File: src/rtl/alu_seq_if.sv
// alu_seq_if: request/result bundle for the sequential ALU.
//   start, op, A, B      : request side, driven by the control unit (master)
//   R, isZero, isNegative,
//   ovfl, bad_op         : registered result and flags, driven by the ALU (slave)
//   busy, done           : handshake status, driven by the ALU (slave)
interface alu_seq_if #(
    parameter int WIDTH = 16
);
    logic             start;
    logic [3:0]       op;
    logic [WIDTH-1:0] A;
    logic [WIDTH-1:0] B;
    logic [WIDTH-1:0] R;
    logic             isZero;
    logic             isNegative;
    logic             ovfl;
    logic             bad_op;
    logic             busy;
    logic             done;

    modport master (
        output start, op, A, B,
        input  R, isZero, isNegative, ovfl, bad_op, busy, done
    );

    modport slave (
        input  start, op, A, B,
        output R, isZero, isNegative, ovfl, bad_op, busy, done
    );
endinterface

File: src/rtl/alu_seq.sv
// alu_seq: registered ALU with single-cycle logic/arithmetic ops and
// multi-cycle iterative shifts (1 bit per clock) and shift-add multiply.
// Ports:
//   clk   : rising-edge clock
//   reset : asynchronous, active-high reset
//   bus   : alu_seq_if slave modport (start/op/A/B in; R, flags, busy, done out)
// A request is accepted when start=1 and busy=0 at a rising edge. Results
// and flags are registered and held until the next completion; done pulses
// for one cycle after the completing edge.
module alu_seq #(
    parameter int WIDTH = 16
) (
    input logic      clk,
    input logic      reset,
    alu_seq_if.slave bus
);
    localparam int SHW = $clog2(WIDTH);
    localparam int CW  = SHW + 1;   // must hold WIDTH for the multiply count

    localparam logic [3:0] OP_AND  = 4'd0;
    localparam logic [3:0] OP_OR   = 4'd1;
    localparam logic [3:0] OP_ADD  = 4'd2;
    localparam logic [3:0] OP_SUB  = 4'd3;
    localparam logic [3:0] OP_XOR  = 4'd4;
    localparam logic [3:0] OP_NOR  = 4'd5;
    localparam logic [3:0] OP_NAND = 4'd6;
    localparam logic [3:0] OP_SLT  = 4'd7;
    localparam logic [3:0] OP_SLL  = 4'd8;
    localparam logic [3:0] OP_SRL  = 4'd9;
    localparam logic [3:0] OP_SRA  = 4'd10;
    localparam logic [3:0] OP_MUL  = 4'd11;

    typedef enum logic {IDLE, EXEC} state_t;

    state_t state, state_next;

    // Latched request and iteration state
    logic [3:0]       op_q;
    logic [WIDTH-1:0] mcand;     // multiplicand (A) for MUL
    logic [WIDTH-1:0] acc_hi;    // upper product half for MUL
    logic [WIDTH-1:0] acc_lo;    // shifting value, or multiplier/lower product half
    logic [CW-1:0]    cnt;       // iterations still to run

    // Registered outputs
    logic [WIDTH-1:0] r_q;
    logic             zero_q, neg_q, ovfl_q, bad_q, done_q;
    logic             busy;

    logic             accept, is_iter, go_exec, last_iter;
    logic [CW-1:0]    n_start;
    logic [WIDTH-1:0] sum, diff;
    logic             add_ovfl, sub_ovfl;
    logic [WIDTH-1:0] sc_res;
    logic             sc_ovfl, sc_bad;
    logic [WIDTH-1:0] it_hi, it_lo;
    logic [WIDTH:0]   mul_sum;

    assign accept    = bus.start && !busy;
    assign is_iter   = bus.op inside {OP_SLL, OP_SRL, OP_SRA, OP_MUL};
    assign n_start   = (bus.op == OP_MUL) ? CW'(WIDTH) : CW'(bus.B[SHW-1:0]);
    // A zero-length shift needs no iterations and completes like a 1-cycle op.
    assign go_exec   = is_iter && (n_start != '0);
    assign last_iter = (cnt == CW'(1));

    assign sum      = bus.A + bus.B;
    assign diff     = bus.A - bus.B;
    assign add_ovfl = (bus.A[WIDTH-1] == bus.B[WIDTH-1]) && (sum[WIDTH-1]  != bus.A[WIDTH-1]);
    assign sub_ovfl = (bus.A[WIDTH-1] != bus.B[WIDTH-1]) && (diff[WIDTH-1] != bus.A[WIDTH-1]);

    // Result of every op that completes on the accepting edge.
    always_comb begin
        // NOTE: every variable gets a default first so no path leaves it unassigned (no latch).
        sc_res  = '0;
        sc_ovfl = 1'b0;
        sc_bad  = 1'b0;
        case (bus.op)
            OP_AND:  sc_res = bus.A & bus.B;
            OP_OR:   sc_res = bus.A | bus.B;
            OP_ADD:  begin sc_res = sum;  sc_ovfl = add_ovfl; end
            OP_SUB:  begin sc_res = diff; sc_ovfl = sub_ovfl; end
            OP_XOR:  sc_res = bus.A ^ bus.B;
            OP_NOR:  sc_res = ~(bus.A | bus.B);
            OP_NAND: sc_res = ~(bus.A & bus.B);
            // Raw difference sign; ovfl reports the subtraction overflow only.
            OP_SLT:  begin sc_res = {{(WIDTH-1){1'b0}}, diff[WIDTH-1]}; sc_ovfl = sub_ovfl; end
            OP_SLL, OP_SRL, OP_SRA: sc_res = bus.A;   // only used when the amount is 0
            OP_MUL:  sc_res = '0;                     // always iterates
            default: sc_bad = 1'b1;                   // undefined op: R=0, bad_op=1
        endcase
    end

    // One iteration of the latched multi-cycle op.
    always_comb begin
        it_hi   = acc_hi;
        it_lo   = acc_lo;
        mul_sum = '0;
        case (op_q)
            OP_SLL: it_lo = {acc_lo[WIDTH-2:0], 1'b0};
            OP_SRL: it_lo = {1'b0, acc_lo[WIDTH-1:1]};
            OP_SRA: it_lo = {acc_lo[WIDTH-1], acc_lo[WIDTH-1:1]};
            OP_MUL: begin
                // Add the multiplicand when the current multiplier bit is set,
                // then shift the whole {carry, hi, lo} product right by one.
                mul_sum = {1'b0, acc_hi} + (acc_lo[0] ? {1'b0, mcand} : {(WIDTH+1){1'b0}});
                {it_hi, it_lo} = {mul_sum, acc_lo[WIDTH-1:1]};
            end
            default: ;
        endcase
    end

    // FSM: state register
    always_ff @(posedge clk or posedge reset) begin
        // NOTE: sequential state uses non-blocking assignment so every register samples pre-edge values.
        if (reset) state <= IDLE;
        else       state <= state_next;
    end

    // FSM: next state
    always_comb begin
        state_next = state;
        case (state)
            IDLE:    if (accept && go_exec) state_next = EXEC;
            EXEC:    if (last_iter)         state_next = IDLE;
            default: state_next = IDLE;
        endcase
    end

    // FSM: outputs
    always_comb begin
        busy = (state == EXEC);
    end

    // Datapath and registered results
    always_ff @(posedge clk or posedge reset) begin
        if (reset) begin
            op_q   <= '0;
            mcand  <= '0;
            acc_hi <= '0;
            acc_lo <= '0;
            cnt    <= '0;
            r_q    <= '0;
            zero_q <= 1'b0;
            neg_q  <= 1'b0;
            ovfl_q <= 1'b0;
            bad_q  <= 1'b0;
            done_q <= 1'b0;
        end else begin
            done_q <= 1'b0;
            if (state == IDLE) begin
                if (accept) begin
                    op_q   <= bus.op;
                    mcand  <= bus.A;
                    acc_hi <= '0;
                    acc_lo <= (bus.op == OP_MUL) ? bus.B : bus.A;
                    cnt    <= n_start;
                    if (!go_exec) begin
                        r_q    <= sc_res;
                        zero_q <= (sc_res == '0);
                        neg_q  <= sc_res[WIDTH-1];
                        ovfl_q <= sc_ovfl;
                        bad_q  <= sc_bad;
                        done_q <= 1'b1;
                    end
                end
            end else begin
                acc_hi <= it_hi;
                acc_lo <= it_lo;
                cnt    <= cnt - CW'(1);
                if (last_iter) begin
                    r_q    <= it_lo;
                    zero_q <= (it_lo == '0);
                    neg_q  <= it_lo[WIDTH-1];
                    // Nonzero upper product half means the result did not fit.
                    ovfl_q <= (op_q == OP_MUL) && (it_hi != '0);
                    bad_q  <= 1'b0;
                    done_q <= 1'b1;
                end
            end
        end
    end

    assign bus.R          = r_q;
    assign bus.isZero     = zero_q;
    assign bus.isNegative = neg_q;
    assign bus.ovfl       = ovfl_q;
    assign bus.bad_op     = bad_q;
    assign bus.busy       = busy;
    assign bus.done       = done_q;
endmodule

File: src/flat_wrapper.sv
// flat-port wrapper written by rule: the top's interface ports become plain ports
module alu_seq_flat 
#(
    parameter int WIDTH = 16
)
  (clk, reset, bus_start, bus_op, bus_A, bus_B, bus_R, bus_isZero, bus_isNegative, bus_ovfl, bus_bad_op, bus_busy, bus_done);
  alu_seq_if #(.WIDTH(WIDTH)) bus_i ();
  input logic clk;
  input logic reset;
  input wire logic [$bits(bus_i.start)-1:0] bus_start;
  input wire logic [$bits(bus_i.op)-1:0] bus_op;
  input wire logic [$bits(bus_i.A)-1:0] bus_A;
  input wire logic [$bits(bus_i.B)-1:0] bus_B;
  output wire logic [$bits(bus_i.R)-1:0] bus_R;
  output wire logic [$bits(bus_i.isZero)-1:0] bus_isZero;
  output wire logic [$bits(bus_i.isNegative)-1:0] bus_isNegative;
  output wire logic [$bits(bus_i.ovfl)-1:0] bus_ovfl;
  output wire logic [$bits(bus_i.bad_op)-1:0] bus_bad_op;
  output wire logic [$bits(bus_i.busy)-1:0] bus_busy;
  output wire logic [$bits(bus_i.done)-1:0] bus_done;
  assign bus_i.start = bus_start;
  assign bus_i.op = bus_op;
  assign bus_i.A = bus_A;
  assign bus_i.B = bus_B;
  assign bus_R = bus_i.R;
  assign bus_isZero = bus_i.isZero;
  assign bus_isNegative = bus_i.isNegative;
  assign bus_ovfl = bus_i.ovfl;
  assign bus_bad_op = bus_i.bad_op;
  assign bus_busy = bus_i.busy;
  assign bus_done = bus_i.done;
  alu_seq #(.WIDTH(WIDTH)) u_core (.clk(clk), .reset(reset), .bus(bus_i));
endmodule
File: config.mk
export PLATFORM = sky130hd
export DESIGN_NAME = alu_seq_flat
export DESIGN_NICKNAME = d
export VERILOG_FILES = /design/src/rtl/alu_seq_if.sv /design/src/rtl/alu_seq.sv /design/src/flat_wrapper.sv
export SDC_FILE = /design/constraint.sdc
export NUM_CORES = 1
export LEC_CHECK = 0
export ABC_AREA = 1
export ABC_CLOCK_PERIOD_IN_PS = 2530
export BUFFER_PORTS_ARGS = -buffer_cell sky130_fd_sc_hd__buf_4
export CAP_MARGIN = 20
export CORE_ASPECT_RATIO = 0.6
export CORE_MARGIN = 2
export CORE_UTILIZATION = 55
export CTS_BUF_LIST = sky130_fd_sc_hd__clkbuf_16
export DETAILED_ROUTE_END_ITERATION = 7
export GPL_ROUTABILITY_DRIVEN = 0
export PLACE_DENSITY = 0.77
export REMOVE_ABC_BUFFERS = 1
export SETUP_SLACK_MARGIN = 0.15
export SLEW_MARGIN = 20
export SYNTH_ARGS = -nofsm -noshare
export SYNTH_HDL_FRONTEND = slang
export SYNTH_SLANG_ARGS = --single-unit
File: constraint.sdc
create_clock -name clk -period 2.53 [get_ports clk]
set_input_delay 0.253 -clock clk [delete_from_list [all_inputs] [get_ports clk]]
set_output_delay 0.253 -clock clk [all_outputs]
set_load 0.02 [all_outputs]
# Yosys cells after proc, flatten, opt, wreduce, memory -nomap -nowiden
# Index checks and enable logic that the tools add are counted.
dict set report totals {
  latchBits 0
  inputBits 39
  mem_count 0
  out_inout_bits 22
  rom_bits 0
  ram_bits 0
  reg_bits 79
  wordCells 104
}
dict set report classes {
  muxes 41
  magnitude_cmp 0
  bitwise 6
  div_mod_pow 0
  eq_ne 22
  n_addsub 4
  n_mul 0
  reduce_logical 19
  shift 0
}
# op count
set op_table {}
lappend op_table {{$mux 16} 11}
lappend op_table {{$pmux 16 s9} 1}
lappend op_table {{$pmux 16 s4} 1}
lappend op_table {{$eq 4x4->1 const B} 8}
lappend op_table {{$logic_not 16->1} 2}
lappend op_table {{$not 16->16} 2}
lappend op_table {{$mux 1} 23}
lappend op_table {{$add 16x17->17} 1}
lappend op_table {{$add 16x16->16} 1}
lappend op_table {{$and 16x16->16} 1}
lappend op_table {{$eq 4x3->1 const B} 4}
lappend op_table {{$or 16x16->16} 1}
lappend op_table {{$reduce_bool 16->1} 1}
lappend op_table {{$sub 16x16->16} 1}
lappend op_table {{$xor 16x16->16} 1}
lappend op_table {{$mux 5} 3}
lappend op_table {{$reduce_or 12->1} 1}
lappend op_table {{$eq 4x2->1 const B} 2}
lappend op_table {{$logic_and 1x1->1} 6}
lappend op_table {{$eq 5x1->1 const B} 1}
lappend op_table {{$reduce_bool 5->1} 1}
lappend op_table {{$sub 5x1->5 const B} 1}
lappend op_table {{$eq 4x1->1 const B} 1}
lappend op_table {{$logic_not 4->1} 1}
lappend op_table {{other kinds (13)} 16}

# Depth between registers and ports, before layout
dict set report depth {
  word_depth 7
  mapped_depth 20
  mapped_depth_nobuf 19
}

# Worst setup path before layout
# No wires, ideal clock.
dict set report synth_path {
  path_kind {reg-to-reg}
  startpoint {register u_core.acc_lo[0]}
  endpoint {register u_core.ovfl_q (netlist: u_core.bus.ovfl)}
  setup_slack_ps -218
  arrival_ps 2626
  period_less_slack_ps 2748
  path_buffers 2
  stages_incl_launch_ff 18
  setup_time_ps 122
  t_required_ps 2408
  cell_sequence {dfrtp_1 > clkbuf_1 > clkbuf_1 > nand2_1 > inv_1 > ha_1 > inv_1 > fa_1 > o21ai_0 > nand2_1 > nand3_1 > nand2_1 > o21ai_0 > nand2_1 > nor3_1 > nand3_1 > nand2_1 > a21oi_1}
}
dict set report synth_between {
  elab_chain_cells 7
}
# item line
set synth_rtl {}
lappend synth_rtl {{from (decl)} alu_seq.sv:41} ;# logic [WIDTH-1:0] acc_lo;
lappend synth_rtl {{from (signal assigned)} alu_seq.sv:154} ;# acc_lo <= (bus.op == OP_MUL) ? bus.B : bus.A;
lappend synth_rtl {{from (signal assigned)} alu_seq.sv:167} ;# acc_lo <= it_lo;
lappend synth_rtl {{$mux 16} alu_seq.sv:104} ;# mul_sum = {1'b0, acc_hi} + (acc_lo[0] ? {1'b0, mcand} : {(WIDTH+1){1'b0}});
lappend synth_rtl {{$add 16x17->17} alu_seq.sv:104}
lappend synth_rtl {{$mux 16} alu_seq.sv:97} ;# case (op_q)
lappend synth_rtl {{$reduce_bool 16->1} alu_seq.sv:174} ;# ovfl_q <= (op_q == OP_MUL) && (it_hi != '0);
lappend synth_rtl {{$logic_and 1x1->1} alu_seq.sv:174}
lappend synth_rtl {{$mux 1} alu_seq.sv:169} ;# if (last_iter) begin
lappend synth_rtl {{$mux 1} alu_seq.sv:149} ;# if (state == IDLE) begin
lappend synth_rtl {{to (signal assigned)} alu_seq.sv:160} ;# ovfl_q <= sc_ovfl;
lappend synth_rtl {{to (signal assigned)} alu_seq.sv:174}
lappend synth_rtl {{to (decl)} alu_seq.sv:46} ;# logic zero_q, neg_q, ovfl_q, bad_q, done_q;
# Every way passes these cells. The select of a mux whose other input is x is not followed.
# A chain may end at the register's enable or synchronous reset.

# Worst setup path after layout
# Ends and elaborated chain as after synthesis.

==> run metrics <==
Final Instance Area=9730 µm²; clock latency on the worst-skew pair=340 ps; area share of the largest cell type after synthesis=24.0%; via count=9335; LEAKAGE=5.02 nW; first-pass GRT wire length=42.7 mm; Final Hold Fails=0; std cell rows=34; DRC=0; Sw Share=47.2%; P_sw=4.01 mW; Sequential Power Share=about 28%; Ys Warns=0; Hold/Removal Path Class=in2reg; worst slew pin tran=roughly 1100 ps; drt total wl=between 20 and 30 mm; clk sinks=slightly below 80; layout cells sized above 1=16.3%; Detailed Place HPWL=20.8 mm; Fin Clk Skew=10.3 ps; starting density of the core=56.1%; Post-synth EDFFs=0; GRT Util Overall=34.1%; Final setup viols=0; routed len/inst=17.2 µm; Power Total=8.50 mW; Mapped Avg Cell Area=6.11 µm²; Fill cells=around 1300; nets@finish=1518; utilization after layout=67.3%; clk root buf=clkbuf_16; FF+latch area=1950 µm²; Unique masters post-synth=40; power density cells=873 nW/µm²; Post-DP Area=around 9000 µm²; Max Cap Viol=0; fmax=0.412 GHz; Post-Layout Cell Count=1612; post-synthesis register bit count=78; die area=15800 µm²; CP cell instances=nand2_1 -> inv_1 -> ha_2 -> inv_2 -> fa_2 -> buf_4 -> xnor2_1 -> nand2_1 -> o21ai_2 -> nor2_1 -> nand3_2 -> nor3_4 -> nand3_1 -> nand2_1 -> a21oi_1; largest net degree at the start of global routing=46; DRT iter0 DRCs=1437; Clock Tree Buf Depth=2; synth top area cells=dfrtp_1, nand2_1, ha_1; Tcrit/Tclk final=95.9%; initial antenna violation count=0; Worst-path clk slew=about 70 ps; drt pass-1 iters=6; status=complete, no violations; register area share after synthesis=24.0%; Synth Cell Area=~8100 µm²; synthesis-to-finish area growth=19.9%; number of placed cells counting well taps=1591; cells after synthesis=~1300; remaining global-route overflow=0; diode count=0; ys async rst share=100%; Crit Path Max Fanout=6; Worst path slowest cell=dfrtp_2; H-tree depth=3; Crit. End Element=flip-flop; area leader, netlist=dfrtp_1; TritonCTS clock tree=done; unrepaired setup endpoints after global routing=yes; CORE AREA=around 14000 µm²; most numerous cell in the Yosys netlist=nand2_1; fin. max-slew vios=0; # IOs=61; CP startpoint kind=flip-flop; die width=161 µm; DR vias/cell=about 5.8; CTS Buf Count=9; Max-slew headroom=about a quarter; Main synth FF type=dfrtp_1; clock period minus worst slack=2430 ps; crit path kind=reg2reg; max incr delay on CP=roughly 430 ps; most numerous cell on the critical path=nand2_1; vias in the first global route=8106; WP data arrival=2640 ps; top post-synthesis cells by count=nand2_1, inv_1, nor2_1; IO Port Bufs=60; Data required, critical path=2750 ps; Multi-input gate area=between 5000 and 6000 µm²; clock power share=15.6%; Combinational Power Share=between 50% and 60%; Worst VDD drop=554 µV; Die Y=98.1 µm; Internal=4.48 mW; final antenna-violating net count=0
-- layout make-up --
| class | count | area share [%] |
|---|---|---|
| clock buffers | 9 | 2.31 |
| clock inverters | 7 | 0.746 |
| inverters | 215 | 8.30 |
| multi-input cells | 987 | 56.4 |
| flip-flops and latches | 78 | 20.1 |
| well taps | 198 | 2.54 |
| repair buffers | 118 | 9.64 |
-- routing by layer --
| layer | part of all wire (%) | up-vias | track usage (%) |
|---|---|---|---|
| li1 | - | 4455 | - |
| met1 | 45 | 4195 | 53.7 |
| met2 | 39 | 635 | 46.6 |
| met3 | 15 | 50 | 10.6 |
| met4 | 1.4 | 0 | 3.57 |
| met5 | 0 | - | 0 |
-- timing repair --
item	CTS	global route
setup buffers	0	4
endpoints found under the hold margin	23	0
pin swaps	2	10
endpoints found under the setup margin	2	5
resized for setup	25	60
hold buffers	1	0
-- cell usage in the layout (no fill, tap or decap), types with 15 or more instances in the layout --
cell / count
nand3_1: 109
a31oi_1: 16
or2_2: 16
inv_1: 205
ha_1: 50
nand4_1: 15
o221ai_1: 15
o22ai_1: 16
nand2_1: 375
buf_4: 113
a21oi_1: 47
dfrtp_1: 77
o211ai_1: 28
o21ai_0: 81
nor2_1: 114
-- final timing paths --
path / start / end / slack [ps] / cells past startpoint
setup / recovery: u_core.acc_lo[0]$_DFFE_PP0N_ / u_core.bus.ovfl$_DFFE_PP0P_ / 100 / 15
min in group asynchronous: reset / u_core.acc_hi[1]$_DFFE_PP0N_ / 520 / 3
hold / removal: bus_B[2] / u_core.cnt[2]$_DFFE_PP0N_ / 220 / 3
setup reg to reg: u_core.acc_lo[0]$_DFFE_PP0N_ / u_core.bus.ovfl$_DFFE_PP0P_ / 100 / 15
max in group asynchronous: reset / u_core.acc_hi[12]$_DFFE_PP0N_ / 1340 / 4
hold reg to reg: u_core.mcand[13]$_DFFE_PP0P_ / u_core.mcand[13]$_DFFE_PP0P_ / 490 / 2
-- metrics by stage --
| step | setup TNS, ps | hold WS (ps) | worst slack, ps |
|---|---|---|---|
| after CTS | 0 | 216 | 152 |
| after floorplan | -14030 | 374 | -920 |
| after global placement | -54.3 | 349 | -28.4 |
| after detailed placement | -225 | 350 | -166 |
| final | 0 | 221 | 104 |
| after global routing | -66.7 | 242 | -66.7 |
-- power groups by stage --
stage | sequential, mW | clock, mW | combinational, mW
6_report | 2.34 | 1.32 | 4.83
5_1_grt | 2.39 | 1.37 | 5.26
4_1_cts | 2.29 | 1.32 | 4.43
3_5_place_dp | 2.27 | 0 | 4.25
3_3_place_gp | 2.27 | 0 | 4.19
2_1_floorplan | 2.37 | 0 | 2.59
-- critical path: cells and delay by family (launching register included) --
family,cells,cell delay (ps)
buf+inv,3,260
compound gates,2,130
xor+xnor,1,120
flops,1,430
fa+ha+maj,2,580
simple gates,7,780
-- state kept, by name, indices dropped and copies added, names as in the netlist, 4 cells and up --
| signal | flops |
|---|---|
| u_core.acc_hi | 16 |
| u_core.acc_lo | 16 |
| u_core.bus.R | 16 |
| u_core.mcand | 16 |
| u_core.cnt | 5 |
| u_core.op_q | 4 |
-- logic make-up (layout without fill, tap and decap cells) --
| family | Yosys count | count (layout) | synth area share, % |
|---|---|---|---|
| flops | 78 | 78 | 24.0 |
| compound gates | 231 | 231 | 16.8 |
| simple gates | 683 | 683 | 35.0 |
| xor+xnor | 3 | 3 | 0.324 |
| fa+ha+maj | 70 | 70 | 11.1 |
| buf+inv | 263 | 349 | 12.8 |
No activity file was read; power rests on OpenSTA's default activity.
